--- src/rtl/serial_adder.sv ---
// Bit-serial adder: one full-adder step per clock, LSB first, registered {cout,sum}.
// Optional subtract mode (sub port, B inverted, carry forced to 1) under SERIAL_ADDER_SUB_EN.
module serial_adder #(
  parameter int unsigned WIDTH = 8
) (
  input  logic             clk,
  input  logic             rst_n,
  input  logic             start,
  input  logic [WIDTH-1:0] a,
  input  logic [WIDTH-1:0] b,
  input  logic             cin,
`ifdef SERIAL_ADDER_SUB_EN
  input  logic             sub,
`endif
  output logic             busy,
  output logic             done,
  output logic [WIDTH-1:0] sum,
  output logic             cout
);

  localparam int unsigned CntW = (WIDTH > 1) ? $clog2(WIDTH) : 1;
  localparam logic [CntW-1:0] LastBit = CntW'(WIDTH - 1);

  typedef enum logic [1:0] {StIdle, StRun, StDone} state_e;

  state_e           state_q, state_d;
  logic [WIDTH-1:0] a_q, a_d;
  logic [WIDTH-1:0] b_q, b_d;
  logic [WIDTH-1:0] res_q, res_d;
  logic [WIDTH-1:0] sum_q, sum_d;
  logic             carry_q, carry_d;
  logic             cout_q, cout_d;
  logic [CntW-1:0]  cnt_q, cnt_d;

  logic             s_bit, c_bit, last_bit;
  logic [WIDTH-1:0] res_shift;
  logic [WIDTH-1:0] b_load;
  logic             c_load;

  assign s_bit    = a_q[0] ^ b_q[0] ^ carry_q;
  assign c_bit    = (a_q[0] & b_q[0]) | (carry_q & (a_q[0] ^ b_q[0]));
  assign last_bit = (cnt_q == LastBit);
  // Shift the new sum bit in at the MSB end; written as shifts so WIDTH=1 stays legal.
  assign res_shift = (res_q >> 1) | (WIDTH'(s_bit) << (WIDTH - 1));

  always_comb begin
    b_load = b;
    c_load = cin;
`ifdef SERIAL_ADDER_SUB_EN
    if (sub) begin
      b_load = ~b;
      c_load = 1'b1;
    end
`endif
  end

  // State register
  always_ff @(posedge clk or negedge rst_n) begin
    if (!rst_n) begin
      state_q <= StIdle;
    end else begin
      state_q <= state_d;
    end
  end

  // Next-state logic
  always_comb begin
    state_d = state_q;
    unique case (state_q)
      StIdle:  if (start) state_d = StRun;
      StRun:   if (last_bit) state_d = StDone;
      StDone:  state_d = StIdle;
      default: state_d = StIdle;
    endcase
  end

  // Outputs
  always_comb begin
    busy = 1'b0;
    done = 1'b0;
    unique case (state_q)
      StIdle:  ;
      StRun:   busy = 1'b1;
      StDone: begin
        busy = 1'b1;
        done = 1'b1;
      end
      default: ;
    endcase
  end

  assign sum  = sum_q;
  assign cout = cout_q;

  // Datapath next-state
  always_comb begin
    a_d     = a_q;
    b_d     = b_q;
    res_d   = res_q;
    carry_d = carry_q;
    cnt_d   = cnt_q;
    sum_d   = sum_q;
    cout_d  = cout_q;
    if (state_q == StIdle && start) begin
      a_d     = a;
      b_d     = b_load;
      carry_d = c_load;
      cnt_d   = '0;
    end else if (state_q == StRun) begin
      a_d     = a_q >> 1;
      b_d     = b_q >> 1;
      res_d   = res_shift;
      carry_d = c_bit;
      cnt_d   = last_bit ? '0 : cnt_q + CntW'(1);
      if (last_bit) begin
        sum_d  = res_shift;
        cout_d = c_bit;
      end
    end
  end

  always_ff @(posedge clk or negedge rst_n) begin
    if (!rst_n) begin
      a_q     <= '0;
      b_q     <= '0;
      res_q   <= '0;
      carry_q <= 1'b0;
      cnt_q   <= '0;
      sum_q   <= '0;
      cout_q  <= 1'b0;
    end else begin
      a_q     <= a_d;
      b_q     <= b_d;
      res_q   <= res_d;
      carry_q <= carry_d;
      cnt_q   <= cnt_d;
      sum_q   <= sum_d;
      cout_q  <= cout_d;
    end
  end

endmodule
--- config.mk ---
export PLATFORM = sky130hd
export DESIGN_NAME = serial_adder
export DESIGN_NICKNAME = d
export VERILOG_FILES = /design/src/rtl/serial_adder.sv
export SDC_FILE = /design/constraint.sdc
export NUM_CORES = 1
export LEC_CHECK = 0
export CAP_MARGIN = 20
export CORE_MARGIN = 3
export CORE_UTILIZATION = 51
export DETAILED_ROUTE_END_ITERATION = 7
export GPL_TIMING_DRIVEN = 0
export PLACE_DENSITY = 0.78
export RECOVER_POWER = 50
export SLEW_MARGIN = 20
export SYNTH_ARGS = -nofsm -noshare
export SYNTH_HDL_FRONTEND = slang
export SYNTH_SLANG_ARGS = --single-unit
--- constraint.sdc ---
create_clock -name clk -period 2.35 [get_ports clk]
set_clock_uncertainty 0.1 [all_clocks]
set_input_delay 0.3525 -clock clk [delete_from_list [all_inputs] [get_ports clk]]
set_output_delay 0.3525 -clock clk [all_outputs]
set_load 0.01 [all_outputs]
# Word-level counts from Yosys, hierarchy flattened
# Index checks and enable logic that the tools add are counted.
# word_totals
input_bits	20
reg_bits	39
out_inout_bits	11
# classes
reduce_logical	7
n_bitwise	7
n_eq_ne	5
n_mux	14
n_addsub	1
# ops
operator	n
$mux W8	4
$mux W3	3
$or A7 B8 Y8	1
$mux W1	4
$mux W2	2
$ne A2 B2 Y1 const B	2
$pmux W2 S2	1
$reduce_and A2 Y1	2
$add A3 B1 Y3 const B	1
$eq A3 B3 Y1 const B	1
$reduce_and A3 Y1	1
$and A1 B1 Y1	2
$eq A2 B1 Y1 const B	1
$eq A2 B2 Y1 const B	1
$logic_not A2 Y1	1
$reduce_bool A2 Y1	1
$reduce_or A2 Y1	1
$xor A1 B1 Y1	2
$logic_and A1 B1 Y1	1
$not A1 Y1	1
$or A1 B1 Y1	1

# Logic depth before layout (Yosys ltp)
# Gate-level depths: netlist of run 1.
# logic_depth
word_depth	5
ltp_mapped	7
depth_no_buf	5

# Worst setup path after synthesis of run 1
# No wires, ideal clock.
# synth_timing
path_kind	flip-flop to flip-flop
start	register state_q[0]
end	register cout_q, in the netlist cout
arrival_time_ps	1557
setup_ps	125
stages_incl_launch_ff	7
slack_ps	568
period_less_slack_ps	1782
path_cell_list	dfrtp_1 -> inv_1 -> ha_1 -> and2_1 -> buf_4 -> nor3_4 -> mux2_2
# synth_between
elab_chain_len	4
elab_cells_between_ends	5
# synth_rtl
element	line_no	source
from (decl)	26	state_e state_q, state_d;
from (signal assigned)	60	state_q <= StIdle;
from (signal assigned)	62	state_q <= state_d;
$logic_not A2 Y1	104	if (state_q == StIdle && start) begin
$logic_and A1 B1 Y1	104	
$not A1 Y1 (no line)	--	
$reduce_and A3 Y1 (no line) (*)	--	
to (signal assigned)	138	cout_q <= cout_d;
to (decl)	32	logic cout_q, cout_d;
# Mark *: on every way between the ends. The rest lies on a longest branch, timed or not.
# A chain may end at the register's enable or synchronous reset.

# Final worst setup path of run 1
# layout_timing
start	register state_q[0]
end	output busy
# layout_between
elab_chain_len	3
elab_cells_between_ends	4
# layout_rtl
element	line_no	source
$eq A2 B1 Y1 or $eq A2 B2 Y1 (tied branches)	81	unique case (state_q)
$reduce_or A2 Y1 (no line) (*)	--	
$mux W1 (*)	81	
to (decl)	15	output logic busy,
# Marks and branches as above.

==> results.sh, run 1 <==
export IMPL_portBuffers=30
export IMPL_synthCells=137
export IMPL_nets=203
export IMPL_core_area_sq_mm=0.00310
export IMPL_drtPass1Iterations=6
export IMPL_clock_sinks=38
export IMPL_cp_required_ps=1900
export IMPL_diodes=0
export IMPL_irDropWorstVdd_v=0.000555
export IMPL_routabilityCongestion=0.802
export IMPL_drv_slew=0
export IMPL_top_layer_used="met4"
export IMPL_cts_root_buf="clkbuf_4"
export IMPL_post_route_min_period_ps=2060
export IMPL_ant_nets=0
export IMPL_synth_nets=164
export IMPL_numCtsBuffers=5
export IMPL_totalWireLength_microns=3030
export IMPL_synth_warnings=0
export IMPL_avgSynthCellArea_sq_um=12.3
export IMPL_via_per_inst=5.10
export IMPL_pin_count=31
export IMPL_start_util_pct=54.3
export IMPL_synth_main_ff_cell="dfrtp_1"
export IMPL_synth_top_area_cell="dfrtp_1"
export IMPL_outcome="finished clean"
export IMPL_route_met2_wl_microns=1500
export IMPL_drive_above_1_share_pct=16.4
export IMPL_syn_cell_area_sq_mm=0.00169
export IMPL_synth_edf_count=0
export IMPL_synth_area_leaders="dfrtp_1, mux2_2, mux2i_1"
export IMPL_met3_length_microns=136
export IMPL_crit_type="flop to output pin"
export IMPL_hold_path_class="primary input to asynchronous set/reset pin"
export IMPL_fin_crit_sh_pct=87.9
export IMPL_first_global_vias=1218
export IMPL_clk_path_buf_depth=2
export IMPL_path_cells="inv_1 -> ha_1 -> clkdlybuf4s50_1"
export IMPL_routedWlPerCell_microns=13.7
export IMPL_row_count=20
export IMPL_p_sw_share_pct=32.9
export IMPL_p_leak_nw=0.978
export IMPL_p_clk_share_pct=16.5
export IMPL_worstPathArrival_ps=1610
export IMPL_yosysTopAreaCellShare_pct=56.4
export IMPL_crit_fanout=3
export IMPL_drtIter0Drc=102
export IMPL_ys_seq_area_share_pct=56.4
export IMPL_synth_cell_type_count=18
export IMPL_final_util_pct=68.5
export IMPL_dr_total_vias=1128
export IMPL_die_w_microns=63.5
export IMPL_rsz0062_at_grt="no"
export IMPL_internal_power_w=0.00174
export IMPL_cp_slowest_stage_delay_ps=530
export IMPL_p_seq_share_pct=43.1
export IMPL_fin_hold_ws_ps=395
export IMPL_worstSetupEndpointType="output pin"
export IMPL_fin_setup_tns_ps=0
export IMPL_comb_power_share_pct=40.4
export IMPL_grt_max_degree=31
export IMPL_dp_hpwl_microns=2260
export IMPL_grt_use_total_pct=17.4
export IMPL_ys_seq_elements=38
export IMPL_grt_pass1_wl_microns=5420
export IMPL_crit_slowest_cell="clkdlybuf4s50_1"
export IMPL_drc_errors=0
export IMPL_die_h_microns=63.5
export IMPL_place_area_sq_mm=0.00206
export IMPL_p_per_area_mw_per_mm2=1220
export IMPL_h_tree_depth=2
export IMPL_cts_resized=0
export IMPL_fin_area_sq_mm=0.00212
export IMPL_cts_hold_buf=1
export IMPL_final_hold_viol_count=0
export IMPL_dieArea_sq_mm=0.00403
export IMPL_relSlewSlack_pct=52.4
export IMPL_start_kind="flop"
export IMPL_cts_clk_slew_worst_paths_ps=100
export IMPL_synthArstFlopShare_pct=100
export IMPL_cap_violations=0
export IMPL_max_freq_mhz=484
export IMPL_grt_ovfl_total=0
export IMPL_tightest_slew_ps=714
export IMPL_antenna_found_initial=0
export IMPL_wl_met1_microns=1360
export IMPL_cts_tree="yes"
export IMPL_p_switching_w=0.000854
export IMPL_clk_insertion_delay_late_ps=340
export IMPL_post_cts_setup_buffers=0
export IMPL_area_growth_pct=26.1
export IMPL_setup_violations=0
## flip-flops by register name (all words and copies together) (netlist names)
name	cells
carry_q	1
sum	8
b_q	8
cout	1
state_q	2
res_q	7
cnt_q	3
a_q	8
## power by group through the flow
stage          sequential [W]  combinational, W  clock, W
2_1_floorplan         0.00111          0.000712         0
5_1_grt               0.00116           0.00117  0.000474
3_5_place_dp          0.00114           0.00106         0
6_report              0.00112           0.00105  0.000427
4_1_cts               0.00112           0.00107  0.000438
3_3_place_gp          0.00112           0.00101         0
## worst max-delay path, delay by kind of cell (launching register included)
kind / cells / cell delay (ps)
flip-flops: 1 / 380
adder cells (fa/ha/maj): 1 / 280
buffers and inverters: 2 / 610
## stage by stage
step	setup slack [ps]	power, W	cells
after floorplan	568	0.00182	137
after global placement	21.5	0.00213	211
after detailed placement	234	0.00220	212
after CTS	260	0.00263	221
after global routing	199	0.00281	221
final	285	0.00259	221
## logic make-up after synthesis
family                     after synthesis  synth area share, %
buffers and inverters                   11                 3.04
and+or+nand+nor                         26                 7.05
DFF                                     38                 56.4
muxes                                   34                 21.5
adders and majority gates                7                 5.64
AOI/OAI and AO/OA                       21                 6.38
## cell usage in the layout, fill, tap and decap left out, types with 2 or more instances in the layout
cell type        count
o21ai_0             18
a21oi_1              2
clkbuf_4             5
dfrtp_1             38
buf_4                2
mux2_2              17
ha_1                 6
mux2i_1             17
buf_2                2
clkbuf_1             6
nand2_1             19
inv_1                4
nor2_1               3
clkdlybuf4s50_1     29
## worst paths after layout
kind                            start  slack (ps)       end  cells after the start
max in group asynchronous       rst_n         680    a_q[0]                      3
hold / removal                  rst_n         400    sum[1]                      2
setup / recovery           state_q[0]         290      busy                      3
setup reg to reg           state_q[1]         350    sum[3]                      6
hold reg to reg              res_q[1]         420  res_q[1]                      1
min in group clk             res_q[1]         420  res_q[1]                      1
## per-layer routing
layer / up-vias / GRT usage (%)
met5: - / 0
met4: 0 / 6.74
met3: 4 / 5.88
met2: 25 / 29.2
met1: 555 / 20.4
li1: 544 / -
## synth_stat cells, drive strengths merged, types with 2 or more instances
master   n
mux2i   17
inv      4
o21ai   18
nor2     3
buf      4
ha       6
dfrtp   38
nand2   19
a21oi    2
mux2    17
clkbuf   3
## final cells by class
cell class | instances | area (sq um)
fillers | 252 | 978
flip-flops and latches | 38 | 951
multi-input cells | 88 | 683
repair buffers | 32 | 309
well taps | 44 | 55.1
clock buffers | 7 | 45.0
plain buffers | 7 | 36.3
clock inverters | 1 | 30.0
inverters | 4 | 15.0
(Power assumes the default switching activity.)
==> run 2, diff against run 1 <==
Settings changed: CELL_PAD_IN_SITES_DETAIL_PLACEMENT set to 0, CELL_PAD_IN_SITES_GLOBAL_PLACEMENT set to 1, CORE_UTILIZATION 51 to 41, PLACE_DENSITY 0.78 to unset, PLACE_DENSITY_LB_ADDON set to 0.1.
==> run 2 against run 1 <==
  * Sequential cell count unchanged
  * First-iteration DRC count down 46%
  * Highest routed layer unchanged
  * Setup slack better by 53 ps
  * Via count down 1.2%
  * Largest power group unchanged
  * Fmax up 2.6%
  * Sequential power about the same
==> results.sh, run 2 (synthesis gave the netlist of run 1 again) <==
export IMPL_drc_errors=0
export IMPL_cts_hold_buf=1
export IMPL_cts_root_buf="clkbuf_8"
export IMPL_routabilityCongestion=0.749
export IMPL_nets=203
export IMPL_cp_common_cell="inv_1"
export IMPL_ant_nets=0
export IMPL_drive_above_1_share_pct=17.5
export IMPL_dr_total_vias=1114
export IMPL_drv_slew=0
export IMPL_route_met2_wl_microns=1490
export IMPL_worstPathArrival_ps=2090
export IMPL_worst_slack_ps=338
export IMPL_fin_crit_sh_pct=85.6
export IMPL_cap_violations=0
export IMPL_cts_resized=0
export IMPL_start_kind="flop"
export IMPL_clk_insertion_delay_late_ps=290
export IMPL_hold_path_class="flop to flop"
export IMPL_fin_setup_tns_ps=0
export IMPL_core_area_sq_mm=0.00380
export IMPL_totalWireLength_microns=3200
export IMPL_clock_sinks=38
export IMPL_antenna_found_initial=0
export IMPL_relSlewSlack_pct=37.5
export IMPL_path_cells="inv_1 -> ha_1 -> buf_4 -> inv_1 -> nor3_4 -> mux2_2"
export IMPL_tightest_slew_ps=938
export IMPL_final_hold_viol_count=0
export IMPL_start_util_pct=44.4
export IMPL_p_per_area_mw_per_mm2=1250
export IMPL_grt_pass1_wl_microns=5780
export IMPL_layout_commonest_cell="dfrtp_1"
export IMPL_max_freq_mhz=497
export IMPL_pre_cts_slack_ps=235
export IMPL_drtIter0Drc=55
export IMPL_cp_slowest_stage_delay_ps=460
export IMPL_grt_max_degree=22
export IMPL_crit_slowest_cell="nor3_4"
export IMPL_clk_path_buf_depth=2
export IMPL_crit_fanout=10
export IMPL_post_route_min_period_ps=2010
export IMPL_diodes=0
export IMPL_numCtsBuffers=5
export IMPL_setup_violations=0
export IMPL_pin_count=31
export IMPL_worstSetupEndpointType="flop"
export IMPL_row_count=22
export IMPL_dp_hpwl_microns=2220
export IMPL_h_tree_depth=2
export IMPL_top_layer_used="met4"
export IMPL_post_cts_setup_buffers=0
export IMPL_die_h_microns=70.1
export IMPL_met3_length_microns=177
export IMPL_dieArea_sq_mm=0.00492
export IMPL_first_global_vias=1196
export IMPL_rsz0062_at_grt="no"
export IMPL_mostFrequentLayoutCells="dfrtp_1, clkdlybuf4s50_1, nand2_1"
export IMPL_grt_ovfl_total=0
export IMPL_outcome="finished clean"
export IMPL_routedWlPerCell_microns=14.2
export IMPL_cp_required_ps=2430
export IMPL_crit_type="flop to flop"
export IMPL_wl_met1_microns=1480
export IMPL_die_w_microns=70.1
export IMPL_grt_use_total_pct=15.3
export IMPL_irDropWorstVdd_v=0.000608
export IMPL_area_growth_pct=28.4
export IMPL_via_per_inst=4.95
export IMPL_cts_tree="yes"
export IMPL_drtPass1Iterations=4
export IMPL_p_leak_nw=0.997
export IMPL_cts_clk_slew_worst_paths_ps=70
export IMPL_portBuffers=30
## run 2: cell count changes in the layout (fill, tap and decap cells not counted)
| cell | before | now |
|---|---|---|
| clkbuf_8 | 0 | 5 |
| clkbuf_1 | 6 | 4 |
| clkbuf_4 | 5 | 0 |
| clkinv_2 | 0 | 2 |
## run 2: worst paths after layout
path,from,to,slack [ps],cells after the start
min,sum[3],sum[3],410,1
min reg2reg,sum[3],sum[3],410,1
max reg2reg,state_q[1],sum[1],340,6
max,state_q[1],sum[1],340,6
min in group asynchronous,rst_n,sum[4],610,2
max in group asynchronous,rst_n,b_q[5],490,3
## run 2: critical path: cells and delay by family, from the launching register on
| kind | cells | cell delay, ps |
|---|---|---|
| simple gates | 1 | 460 |
| buf+inv | 3 | 410 |
| mux | 1 | 390 |
| fa+ha+maj | 1 | 150 |
| flops | 1 | 390 |
## run 2: cell type report
| class | count | area [sq um] |
|---|---|---|
| fill | 336 | 1640 |
| sequential | 38 | 951 |
| multi-input combinational | 88 | 683 |
| timing repair buffer | 32 | 309 |
| clock buffer | 5 | 68.8 |
| tap | 48 | 60.1 |
| clock inverter | 3 | 40.0 |
| buffer | 7 | 36.3 |
| inverter | 4 | 15.0 |
## run 2: power by group
part / internal [W] / switching, W / leakage [nW]
Sequential: 0.000947 / 0.000173 / 0.484
Combinational: 0.000568 / 0.000484 / 0.455
Clock: 0.000312 / 0.000227 / 0.0579
## run 2: per-stage QoR
stage	utilization (%)	area (sq um)	instances	hold slack [ps]	total power [W]
CTS	57.6	2190	225	416	0.00275
detailed placement	54.4	2070	216	224	0.00220
global placement	53.9	2050	215	387	0.00214
floorplan	-	1690	137	-43.1	0.00182
global route	56.9	2160	225	436	0.00295
finish	56.9	2160	225	411	0.00271
## run 2: per-layer routing
metal  GRT usage, %  up-vias
met5              0        -
met4           8.94        0
met3           3.74        5
met2           22.2       26
met1           20.6      535
li1               -      548
==> run 3, diff against run 2 <==
Settings changed: PLACE_DENSITY set to 0.88, PLACE_DENSITY_LB_ADDON 0.1 to unset.
==> run 3 against run 2 <==
  * Clock power fell by 15%
  * Combinational power hardly changed
  * Utilization decreased by 0.46 points
  * Count of clock-buffer cells in the layout up 2
  * Largest cell class unchanged
  * Critical endpoint is now busy
  * Highest routed layer unchanged
  * Global-route usage decreased by 0.83 points
  * Power is 3.4% lower
  * Cell area fell by 0.81%
  * Sequential share of layout area up 0.36 points
  * Worst hold slack worse by 5.0 ps
  * Cell count did not move
  * Via count about the same
  * Critical path depth fell by 3
==> results.sh, run 3 (synthesis gave the netlist of run 1 again) <==
export IMPL_routabilityCongestion=0.754
export IMPL_irDropWorstVdd_v=0.000465
export IMPL_dp_hpwl_microns=2340
export IMPL_outcome="finished clean"
export IMPL_fill_cells=313
export IMPL_cts_root_buf="clkbuf_8"
export IMPL_area_growth_pct=27.3
export IMPL_portBuffers=30
export IMPL_drtPass1Iterations=4
export IMPL_ff2ff_path_depth=6
export IMPL_crit_fanout=3
export IMPL_first_global_vias=1214
export IMPL_cts_hold_buf=1
export IMPL_clk_path_buf_depth=2
export IMPL_p_per_area_mw_per_mm2=1220
export IMPL_diodes=0
export IMPL_totalWireLength_microns=3110
export IMPL_hold_path_end="res_q[1]"
export IMPL_crit_type="flop to output pin"
export IMPL_internal_power_w=0.00175
export IMPL_fin_setup_tns_ps=0
export IMPL_crit_slowest_cell="clkdlybuf4s50_1"
export IMPL_multiInputGateArea_sq_um=683
export IMPL_cts_tree="yes"
export IMPL_whs_path_depth=1
export IMPL_drtIter0Drc=49
export IMPL_grt_use_total_pct=14.5
export IMPL_dieArea_sq_mm=0.00492
export IMPL_min_from="res_q[1]"
export IMPL_clk_insertion_delay_late_ps=290
export IMPL_relSlewSlack_pct=43.9
export IMPL_via_per_inst=4.96
export IMPL_cts_clk_slew_worst_paths_ps=70
export IMPL_layout_commonest_cell="dfrtp_1"
export IMPL_mostFrequentLayoutCells="dfrtp_1, clkdlybuf4s50_1, nand2_1"
export IMPL_p_sw_share_pct=33.1
export IMPL_dr_total_vias=1115
export IMPL_fin_crit_sh_pct=84.8
export IMPL_cp_required_ps=1900
export IMPL_comb_power_share_pct=39.8
export IMPL_path_depth=3
export IMPL_drive_above_1_share_pct=16.9
export IMPL_start_util_pct=44.4
export IMPL_start_kind="flop"
export IMPL_p_seq_share_pct=42.7
export IMPL_rsz0062_at_grt="no"
export IMPL_seqCellArea_sq_um=951
export IMPL_p_clk_share_pct=17.5
export IMPL_final_hold_viol_count=0
export IMPL_cp_slowest_stage_delay_ps=520
export IMPL_row_count=22
export IMPL_grt_ovfl_total=0
export IMPL_grt_pass1_wl_microns=5570
export IMPL_path_cells="inv_1 -> ha_1 -> clkdlybuf4s50_1"
export IMPL_drc_errors=0
export IMPL_cts_resized=0
export IMPL_r2r_start="state_q[0]"
export IMPL_cp_top_family="buffers and inverters"
export IMPL_core_area_sq_mm=0.00380
export IMPL_regToRegSetupSlack_ps=370
export IMPL_cap_violations=0
export IMPL_antenna_found_initial=0
export IMPL_grt_max_degree=24
export IMPL_tightest_slew_ps=841
export IMPL_r2r_end="sum[4]"
export IMPL_worstPathArrival_ps=1540
export IMPL_p_leak_nw=0.987
export IMPL_die_w_microns=70.1
export IMPL_pin_count=31
export IMPL_routedWlPerCell_microns=13.8
export IMPL_hold_path_class="flop to flop"
export IMPL_final_cells=225
export IMPL_setup_violations=0
export IMPL_p_switching_w=0.000867
export IMPL_numCtsBuffers=5
export IMPL_worstPathBufferInverterCount=2
export IMPL_die_h_microns=70.1
export IMPL_ant_nets=0
export IMPL_placed_cells=216
export IMPL_nets=203
export IMPL_worstSetupEndpointType="output pin"
export IMPL_clock_sinks=38
export IMPL_h_tree_depth=2
export IMPL_post_route_min_period_ps=1990
export IMPL_drv_slew=0
export IMPL_post_cts_setup_buffers=0
export IMPL_max_freq_mhz=502
-- run 3: cell count changes in the layout (fill, tap and decap cells not counted), sizes merged --
cell	delta
clkinv	-1
clkbuf	+2
bufinv	-1
-- run 3: how the worst max path moves through the flow --
stage,to,startpoint,slack [ps]
2_1_floorplan,cout,state_q[0],570
3_3_place_gp,a_q[3],rst_n,10
3_5_place_dp,sum[6],start,230
4_1_cts,busy,state_q[0],340
5_1_grt,sum[4],state_q[0],220
6_report,busy,state_q[0],360
-- run 3: cell type report --
cell class	instances	share of cell area, %
Tap cell	48	2.80
Sequential cell	38	44.3
Buffer	7	1.69
Inverter	4	0.700
Multi-Input combinational cell	88	31.8
Timing Repair Buffer	32	14.4
Clock buffer	7	4.02
Clock inverter	1	0.233
-- run 3: metrics by stage --
| step | setup slack [ps] | cell area (sq um) | total power (W) | hold slack [ps] | utilization [%] |
|---|---|---|---|---|---|
| 3_5_place_dp | 234 | 2070 | 0.00219 | 208 | 54.4 |
| 5_1_grt | 217 | 2150 | 0.00283 | 418 | 56.5 |
| 4_1_cts | 338 | 2170 | 0.00265 | 410 | 57.1 |
| 6_report | 357 | 2150 | 0.00262 | 406 | 56.5 |
| 2_1_floorplan | 568 | 1690 | 0.00182 | -43.1 | - |
| 3_3_place_gp | 14.1 | 2050 | 0.00213 | 389 | 53.9 |
-- run 3: worst reg2reg max path, delay by kind of cell, from the launching register on --
| kind | cells | cell delay (ps) |
|---|---|---|
| buffers and inverters | 2 | 250 |
| and+or+nand+nor | 2 | 540 |
| DFF | 1 | 370 |
| adders and majority gates | 1 | 200 |
| muxes | 1 | 390 |
-- run 3: metal layers --
layer	share of wire, %	GRT usage, %	vias to the layer above
li1	-	-	540
met1	45	18.6	542
met2	48	22.6	26
met3	5.0	3.74	7
met4	2.0	7.02	0
met5	0	0	-
-- run 3: power groups by stage --
stage	registers (W)	clock network, W	logic, W
floorplan	0.00111	0	0.000712
global placement	0.00112	0	0.00102
detailed placement	0.00113	0	0.00106
CTS	0.00112	0.000469	0.00107
global route	0.00116	0.000504	0.00117
finish	0.00112	0.000457	0.00104
